==> src/rtl/systolic_skew_feeder_if.sv <==
// Producer- and array-side signal bundle for the systolic skew feeder.
interface systolic_skew_feeder_if #(
  parameter int unsigned BIT_WIDTH = 16,
  parameter int unsigned DEPTH     = 4
);
  localparam int unsigned LANE_W = BIT_WIDTH * DEPTH;

  logic              start;
  logic [LANE_W-1:0] wt_col_in;
  logic              wt_col_valid;
  logic              wt_col_ready;
  logic [LANE_W-1:0] vec_in;
  logic              vec_valid;
  logic              vec_last;
  logic              vec_ready;
  logic              control;
  logic [LANE_W-1:0] wt_arr;
  logic [LANE_W-1:0] data_arr;
  logic              busy;
  logic              done;
  logic [15:0]       vec_count;

  modport master (
    output start, wt_col_in, wt_col_valid, vec_in, vec_valid, vec_last,
    input  wt_col_ready, vec_ready, control, wt_arr, data_arr, busy, done, vec_count
  );

  modport slave (
    input  start, wt_col_in, wt_col_valid, vec_in, vec_valid, vec_last,
    output wt_col_ready, vec_ready, control, wt_arr, data_arr, busy, done, vec_count
  );
endinterface

==> src/rtl/systolic_skew_feeder.sv <==
// Loads weight columns into a DEPTH x DEPTH weight-stationary array, then re-times
// row-parallel data vectors into the diagonal pattern the array consumes.
module systolic_skew_feeder #(
  parameter int unsigned BIT_WIDTH    = 16,
  parameter int unsigned DEPTH        = 4,
  parameter int unsigned FLUSH_CYCLES = 8
) (
  input logic                   clk,
  input logic                   rst_n,
  systolic_skew_feeder_if.slave bus
);
  localparam int unsigned LANE_W    = BIT_WIDTH * DEPTH;
  localparam int unsigned DRAIN_LEN = DEPTH - 1 + FLUSH_CYCLES;
  localparam int unsigned CNT_W     = $clog2(DRAIN_LEN + DEPTH + 1);
  localparam int unsigned VCNT_W    = 16;

  typedef enum logic [2:0] {IDLE, LOAD_W, SETTLE, STREAM, DRAIN, DONE} state_e;

  state_e              state_q, state_d;
  logic [CNT_W-1:0]    cnt_q, cnt_d;
  logic [VCNT_W-1:0]   vec_count_q, vec_count_d;
  logic                control_q, control_d;
  logic [LANE_W-1:0]   wt_arr_q, wt_arr_d;
  logic                busy_q, busy_d;
  logic                done_q, done_d;
  logic                wt_ready_q, wt_ready_d;
  logic                vec_ready_q, vec_ready_d;
  logic                wt_acc, vec_acc;
  logic [LANE_W-1:0]   data_arr_w;

  assign wt_acc  = bus.wt_col_valid & wt_ready_q;
  assign vec_acc = bus.vec_valid & vec_ready_q;

  // State register and registered outputs
  always_ff @(posedge clk or negedge rst_n) begin
    if (!rst_n) begin
      state_q     <= IDLE;
      cnt_q       <= '0;
      vec_count_q <= '0;
      control_q   <= 1'b0;
      wt_arr_q    <= '0;
      busy_q      <= 1'b0;
      done_q      <= 1'b0;
      wt_ready_q  <= 1'b0;
      vec_ready_q <= 1'b0;
    end else begin
      state_q     <= state_d;
      cnt_q       <= cnt_d;
      vec_count_q <= vec_count_d;
      control_q   <= control_d;
      wt_arr_q    <= wt_arr_d;
      busy_q      <= busy_d;
      done_q      <= done_d;
      wt_ready_q  <= wt_ready_d;
      vec_ready_q <= vec_ready_d;
    end
  end

  // Next state; cnt_q counts accepted columns in LOAD_W and remaining cycles in DRAIN
  always_comb begin
    state_d     = state_q;
    cnt_d       = cnt_q;
    vec_count_d = vec_count_q;
    control_d   = 1'b0;
    wt_arr_d    = '0;
    unique case (state_q)
      IDLE: begin
        if (bus.start) begin
          state_d     = LOAD_W;
          cnt_d       = '0;
          vec_count_d = '0;
        end
      end
      LOAD_W: begin
        if (wt_acc) begin
          control_d = 1'b1;
          wt_arr_d  = bus.wt_col_in;
          if (cnt_q == CNT_W'(DEPTH - 1)) begin
            state_d = SETTLE;
            cnt_d   = '0;
          end else begin
            cnt_d = cnt_q + CNT_W'(1);
          end
        end
      end
      SETTLE: state_d = STREAM;
      STREAM: begin
        if (vec_acc) begin
          if (vec_count_q != '1) vec_count_d = vec_count_q + VCNT_W'(1);
          if (bus.vec_last) begin
            state_d = DRAIN;
            cnt_d   = CNT_W'(DRAIN_LEN - 1);
          end
        end
      end
      DRAIN: begin
        if (cnt_q == '0) state_d = DONE;
        else             cnt_d   = cnt_q - CNT_W'(1);
      end
      DONE: begin
        state_d     = IDLE;
        vec_count_d = '0;
      end
      default: state_d = IDLE;
    endcase
    busy_d      = (state_d == LOAD_W) || (state_d == SETTLE) ||
                  (state_d == STREAM) || (state_d == DRAIN);
    done_d      = (state_d == DONE);
    wt_ready_d  = (state_d == LOAD_W);
    vec_ready_d = (state_d == STREAM);
  end

  // Lane i is an (i+1)-deep shift register; idle slots shift in zeros
  for (genvar i = 0; i < DEPTH; i++) begin : g_lane
    localparam int unsigned PIPE_W = (i + 1) * BIT_WIDTH;
    logic [PIPE_W-1:0]    pipe_q;
    logic [BIT_WIDTH-1:0] lane_d;

    assign lane_d = vec_acc ? bus.vec_in[i*BIT_WIDTH +: BIT_WIDTH] : '0;

    always_ff @(posedge clk or negedge rst_n) begin
      if (!rst_n) pipe_q <= '0;
      else        pipe_q <= PIPE_W'({pipe_q, lane_d});
    end

    assign data_arr_w[i*BIT_WIDTH +: BIT_WIDTH] = pipe_q[PIPE_W-1 -: BIT_WIDTH];
  end

  assign bus.wt_col_ready = wt_ready_q;
  assign bus.vec_ready    = vec_ready_q;
  assign bus.control      = control_q;
  assign bus.wt_arr       = wt_arr_q;
  assign bus.data_arr     = data_arr_w;
  assign bus.busy         = busy_q;
  assign bus.done         = done_q;
  assign bus.vec_count    = vec_count_q;
endmodule
==> src/flat_wrapper.sv <==
// flat-port wrapper written by rule: the top's interface ports become plain ports
module systolic_skew_feeder_flat 
#(
  parameter int unsigned BIT_WIDTH    = 16,
  parameter int unsigned DEPTH        = 4,
  parameter int unsigned FLUSH_CYCLES = 8
)
  (clk, rst_n, bus_start, bus_wt_col_in, bus_wt_col_valid, bus_vec_in, bus_vec_valid, bus_vec_last, bus_wt_col_ready, bus_vec_ready, bus_control, bus_wt_arr, bus_data_arr, bus_busy, bus_done, bus_vec_count);
  systolic_skew_feeder_if #(.BIT_WIDTH(BIT_WIDTH), .DEPTH(DEPTH)) bus_i ();
  input logic clk;
  input logic rst_n;
  input wire logic [$bits(bus_i.start)-1:0] bus_start;
  input wire logic [$bits(bus_i.wt_col_in)-1:0] bus_wt_col_in;
  input wire logic [$bits(bus_i.wt_col_valid)-1:0] bus_wt_col_valid;
  input wire logic [$bits(bus_i.vec_in)-1:0] bus_vec_in;
  input wire logic [$bits(bus_i.vec_valid)-1:0] bus_vec_valid;
  input wire logic [$bits(bus_i.vec_last)-1:0] bus_vec_last;
  output wire logic [$bits(bus_i.wt_col_ready)-1:0] bus_wt_col_ready;
  output wire logic [$bits(bus_i.vec_ready)-1:0] bus_vec_ready;
  output wire logic [$bits(bus_i.control)-1:0] bus_control;
  output wire logic [$bits(bus_i.wt_arr)-1:0] bus_wt_arr;
  output wire logic [$bits(bus_i.data_arr)-1:0] bus_data_arr;
  output wire logic [$bits(bus_i.busy)-1:0] bus_busy;
  output wire logic [$bits(bus_i.done)-1:0] bus_done;
  output wire logic [$bits(bus_i.vec_count)-1:0] bus_vec_count;
  assign bus_i.start = bus_start;
  assign bus_i.wt_col_in = bus_wt_col_in;
  assign bus_i.wt_col_valid = bus_wt_col_valid;
  assign bus_i.vec_in = bus_vec_in;
  assign bus_i.vec_valid = bus_vec_valid;
  assign bus_i.vec_last = bus_vec_last;
  assign bus_wt_col_ready = bus_i.wt_col_ready;
  assign bus_vec_ready = bus_i.vec_ready;
  assign bus_control = bus_i.control;
  assign bus_wt_arr = bus_i.wt_arr;
  assign bus_data_arr = bus_i.data_arr;
  assign bus_busy = bus_i.busy;
  assign bus_done = bus_i.done;
  assign bus_vec_count = bus_i.vec_count;
  systolic_skew_feeder #(.BIT_WIDTH(BIT_WIDTH), .DEPTH(DEPTH), .FLUSH_CYCLES(FLUSH_CYCLES)) u_core (.clk(clk), .rst_n(rst_n), .bus(bus_i));
endmodule
==> config.mk <==
export PLATFORM = sky130hd
export DESIGN_NAME = systolic_skew_feeder_flat
export DESIGN_NICKNAME = d
export VERILOG_FILES = /design/src/rtl/systolic_skew_feeder_if.sv /design/src/rtl/systolic_skew_feeder.sv /design/src/flat_wrapper.sv
export SDC_FILE = /design/constraint.sdc
export NUM_CORES = 1
export LEC_CHECK = 0
export ABC_CLOCK_PERIOD_IN_PS = 5980
export CORE_MARGIN = 2
export CORE_UTILIZATION = 35
export DETAILED_ROUTE_END_ITERATION = 12
export DONT_BUFFER_PORTS = 1
export GPL_ROUTABILITY_DRIVEN = 0
export PLACE_DENSITY = 0.59
export SETUP_SLACK_MARGIN = 0.02
export SLEW_MARGIN = 20
export SYNTH_ARGS = -nofsm -noshare
export SYNTH_HDL_FRONTEND = slang
export SYNTH_SLANG_ARGS = --single-unit
==> constraint.sdc <==
create_clock -name clk -period 5.98 [get_ports clk]
set_input_delay 1.196 -clock clk [delete_from_list [all_inputs] [get_ports clk]]
set_output_delay 1.196 -clock clk [all_outputs]
set_load 0.01 [all_outputs]
==> Word level (Yosys, flattened, before mapping) <==
Index checks and enable logic that the tools add are counted.
W data, S select, Z words.
{ "op_classes": {"addsub": 3, "eq_ne": 18, "muxes": 26, "n_bitwise": 2, "reduce_logical": 9} }
{ "ops": {"columns": ["op", "n"], "rows": [
  ["$mux W64", 2],
  ["$mux W16", 7],
  ["$pmux W16 S3", 1],
  ["$mux W4", 6],
  ["$mux W3", 6],
  ["$add A16 B1 Y16 const B", 1],
  ["$ne A16 B16 Y1 const B", 1],
  ["$pmux W4 S4", 1],
  ["$pmux W3 S5", 1],
  ["$eq A3 B2 Y1 const B", 4],
  ["$eq A3 B3 Y1 const B", 4],
  ["$eq A3 B1 Y1 const B", 2],
  ["$ne A2 B1 Y1 const B", 3],
  ["$ne A2 B2 Y1 const B", 3],
  ["$reduce_and A6 Y1", 1],
  ["$add A4 B1 Y4 const B", 1],
  ["$eq A4 B2 Y1 const B", 1],
  ["$logic_not A4 Y1", 1],
  ["$reduce_and A4 Y1", 1],
  ["$reduce_bool A4 Y1", 1],
  ["$sub A4 B1 Y4 const B", 1],
  ["$logic_not A3 Y1", 1],
  ["$logic_or A1 B1 Y1", 3],
  ["$reduce_bool A3 Y1", 1],
  ["2 further kinds", 4]
]} }
{ "word_totals": {"register_bits": 252, "output_inout_bits": 149, "wordCells": 71} }

==> Logic depth before layout (Yosys ltp) <==
{ "logic_depth": {"ltp_word": 8, "mapped_depth": 7} }

==> Worst setup path before layout <==
No wires, ideal clock.
{ "synth_timing": {"path_kind": "input-to-reg", "from": "input port bus_start", "to": "register u_core.vec_count_q[4] (netlist: u_core.bus.vec_count[4])", "setup_ns": 0.066, "arrival_time_ns": 2.505, "required_ns": 5.914, "slack_ns": 3.409, "cell_stages": 6, "n_path_buf": 1, "path_cell_list": "or4b_4 o211ai_2 o21ai_2 buf_6 or4_1 nand2_1"} }
{ "synth_via": {"elab_chain_len": 2} }
{ "synth_lines": {"columns": ["element", "line", "text"], "rows": [
  ["start: declaration", "flat_wrapper.sv:12", "input wire logic [$bits(bus_i.start)-1:0] bus_start;"],
  ["$ne A2 B2 Y1 (no line)", null, null],
  ["$reduce_and A4 Y1 (no line)", null, null],
  ["end signal: assignment", "systolic_skew_feeder.sv:49", "vec_count_q <= vec_count_d;"],
  ["end: declaration", "systolic_skew_feeder.sv:21", "logic [VCNT_W-1:0] vec_count_q, vec_count_d;"]
]} }
Every way passes these cells.
A chain may end at the register's enable or synchronous reset.

==> Worst setup path after layout <==
{ "layout_timing": {"from": "register u_core.vec_ready_q (netlist: u_core.bus.vec_ready)", "to": "output port bus_vec_ready"} }
{ "layout_lines": {"columns": ["element", "line", "text"], "rows": [
  ["start: declaration", "systolic_skew_feeder.sv:27", "logic vec_ready_q, vec_ready_d;"],
  ["start signal: assignment", "systolic_skew_feeder.sv:55", "vec_ready_q <= vec_ready_d;"],
  ["end: declaration", "flat_wrapper.sv:19", "output wire logic [$bits(bus_i.vec_ready)-1:0] bus_vec_ready;"]
]} }
No word-level cell between the ends.

==> results.md <==
* Status: finished clean
* Peak Freq at approximately 370 MHz
* Top Usage Layer GRT: met2
* Detail Route Antenna Nets at 0
* Final hold violation count at 0
* Largest area contributor in the netlist: dfrtp_1
* EDFF count, synth at 0
* CTS clk-pin slew, worst paths at approximately 0.060 ns
* Synth Area in Adders at 0.00443
* HP Class: register to register
* Synth Area in XOR/XNOR at 0.00930
* Worst setup SP type: register
* Syn Std Cell Area at roughly 8500 sq um
* Pwr dens at ~430 nW/um^2
* CTS-repair resized insts at 0
* CTS tree: done
* P_leak at approximately 4.7 nW
* Top_reg_cell synth: dfrtp_1
* CP Max Fanout at 67
* Count of buffers from port buffering at 0
* Clk_lat worst skew at around 0.52 ns
* Area delta synth->final at 9.35%
* RSZ-0062 raised after global routing: false
* Compound-Gate Fraction of Synth Area at 0.0397
* Initial DRC count at roughly 270
* Die height at between 150 and 200 microns
* Fin nets at between 600 and 700
* Period utilization at 0.458
* Worst path depth at 0
* Post-synthesis mux area share at 0
* Synth top cells by count: 252 x dfrtp_1, 68 x and2_1, 64 x and3_1
* Antenna violations before repair at 4
* Max Clock Skew at between 0.009 and 0.01 ns
* Top-area cell type share of the netlist area at 0.744
* Reg2reg setup slack at between 3 and 4 ns
* Yosys warns at 0
* # rows at 56
* Post-CTS Hold Buffers at 0
* Relative max-transition margin at 0.334
* # DRC at 0
* IO Count at 283
* M2 GR Usage at 0.204
* Simple-Gate Fraction of Synth Area at 0.142
* CP Capture Type: primary output
* Max Buffers Root-to-Sink at 3
* Filler Cell Count at 2,181
* Die Span X at approximately 160 microns
* Routed wire length at around 17,000 microns
* Wire per inst at ~19 microns
* Peak supply drop at ~240 uV
* Synthesized flop and latch total at 252
* # setup viols final at 0
* Largest net degree at the start of global routing at ~250
* CP Launch Point: u_core.bus.vec_ready
* Util after Layout at 0.392
* Effective utilization at floorplan at 0.359
* Max Cap Violations at 0
* CTS Buf Count at 26
* Worst R2R End: u_core.bus.vec_count[8]
* Worst Setup EP: bus_vec_ready
* Routed vias at ~4,200
* Vias in the first global route at 4,580
* Slew Limit Fails at 0
* Worst-margin pin slew at between 0.9 and 1 ns
* Post-Syn Nets at about 730
* Total core area at 23,600 sq um
* Clk root buf: clkbuf_16
* Most frequent cell after synthesis: dfrtp_1
* Met1 Usage GRT at 0.165
* Worst R2R Path Depth at 5
* Unique masters post-synth at 52
* Via density per instance at ~4.8
* Largest family of logic cells by synthesized area: simple AND/OR/NAND/NOR gates
* Final HPWL DP at 11,200 microns
* First-pass detailed-route iteration total at 4
* Dominant cells by area after synthesis: dfrtp_1 74%, and2_1 5.0%, and3_1 4.7%, buf_4 4.3%, clkbuf_1 1.0%
* Worst EP required at 4.78 ns
* Critical R2R Launch: u_core.bus.vec_ready
* WS Path Type: register to primary output
* Gr ovfl total at 0
* Final setup TNS at 0 ns
* All-Layer GR Usage at 0.131
* FFs w/ async S/R, synth at 1.00
* Share of cells above drive strength 1 at 0.0850
* Fraction of the yosys area taken by sequential cells at 0.744
* Post-CTS Setup Bufs at 0
* First-pass GRT wire length at ~27,000 microns
* M3 GR Usage at 0.0490
* Min cycle time layout at 2.74 ns
* Clock sink count at 252
* Die Footprint at ~25,000 sq um
* Mapped Avg Cell Area at roughly 14 sq um
* Gate Count Post-Synth at a little under 600
* CP arrival at 1.54 ns
* Htree depth at 1
## placed cells by master (no fill, tap or decap), types with 2 or more instances in the layout
cell and instances:
nand3_1 6, nand2_1 19, clkinvlp_4 4, nand2b_1 2, xnor2_1 8, o31ai_1 4
or4_1 3, and2_1 68, nor2_1 16, o2111ai_1 3, clkbuf_1 8, o41ai_1 2
diode_2 2, inv_1 8, nand4_1 4, a2111oi_2 2, and3_1 64, ha_1 3
o21ai_0 8, clkbuf_16 27, o211ai_1 3, and4_1 5, clkbuf_8 2, bufinv_16 3
nor2b_1 2, a21oi_1 9, dfrtp_1 251
## cells by family (layout without fill, tap and decap cells)
family	after synthesis	count (layout)
DFF	252	252
and+or+nand+nor	202	202
buffers and inverters	83	54
AOI/OAI and AO/OA	45	45
xor gates and xnor gates	9	9
adders and majority gates	3	3
other	0	2
## layout make-up
cell class,count,area [sq um],area share
clock buffers,37,733,0.0791
multi-input cells,259,1660,0.179
diodes,2,5.00,0.000540
inverters,8,30.0,0.00324
clock inverters,8,125,0.0135
flip-flops and latches,252,6310,0.681
repair buffers,1,7.51,0.000810
well taps,319,399,0.0431
## through the flow
stage	instance area [sq um]	total power, mW	hold WS, ns	cells	worst slack [ns]
finish	9270	4.02	0.344	886	3.24
global route	9260	4.21	0.340	885	3.10
CTS	9260	4.08	0.345	884	3.16
detailed placement	8400	2.45	0.335	839	3.37
global placement	8400	2.42	0.332	839	3.39
floorplan	8470	2.38	0.331	594	3.41
## worst min-delay path by stage
stage	slack, ns	endpoint	cells past startpoint	startpoint
2_1_floorplan	0.33	u_core.g_lane[1].pipe_q[16]	0	u_core.g_lane[1].pipe_q[0]
3_3_place_gp	0.33	u_core.g_lane[2].pipe_q[18]	0	u_core.g_lane[2].pipe_q[2]
3_5_place_dp	0.33	u_core.g_lane[2].pipe_q[29]	0	u_core.g_lane[2].pipe_q[13]
4_1_cts	0.35	u_core.g_lane[3].pipe_q[39]	0	rst_n
5_1_grt	0.34	u_core.g_lane[3].pipe_q[41]	0	rst_n
6_report	0.34	u_core.g_lane[2].pipe_q[26]	0	u_core.g_lane[2].pipe_q[10]
## flip-flops by register name (all words and copies together) (netlist names)
| signal | cells |
|---|---|
| u_core.cnt_q | 4 |
| u_core.bus.control | 1 |
| u_core.bus.vec_ready | 1 |
| u_core.bus.busy | 1 |
| u_core.bus.wt_col_ready | 1 |
| u_core.bus.vec_count | 16 |
| u_core.bus.wt_arr | 64 |
| u_core.g_lane.pipe_q | 160 |
| u_core.bus.done | 1 |
| u_core.state_q | 3 |
## per-layer routing
metal,wire (microns),part of all wire
met2,7720,0.46
met4,615,0.036
met1,7010,0.41
met5,21,0.0012
met3,1590,0.094
## power breakdown
| part | switching, mW | internal [mW] | total, mW | leakage [nW] |
|---|---|---|---|---|
| logic | 0.181 | 0.135 | 0.317 | 0.866 |
| clock network | 0.623 | 0.978 | 1.60 | 0.403 |
| registers | 0.210 | 1.89 | 2.10 | 3.46 |
| total | 1.01 | 3.00 | 4.02 | 4.73 |
Power figures use the tool's default switching activity.
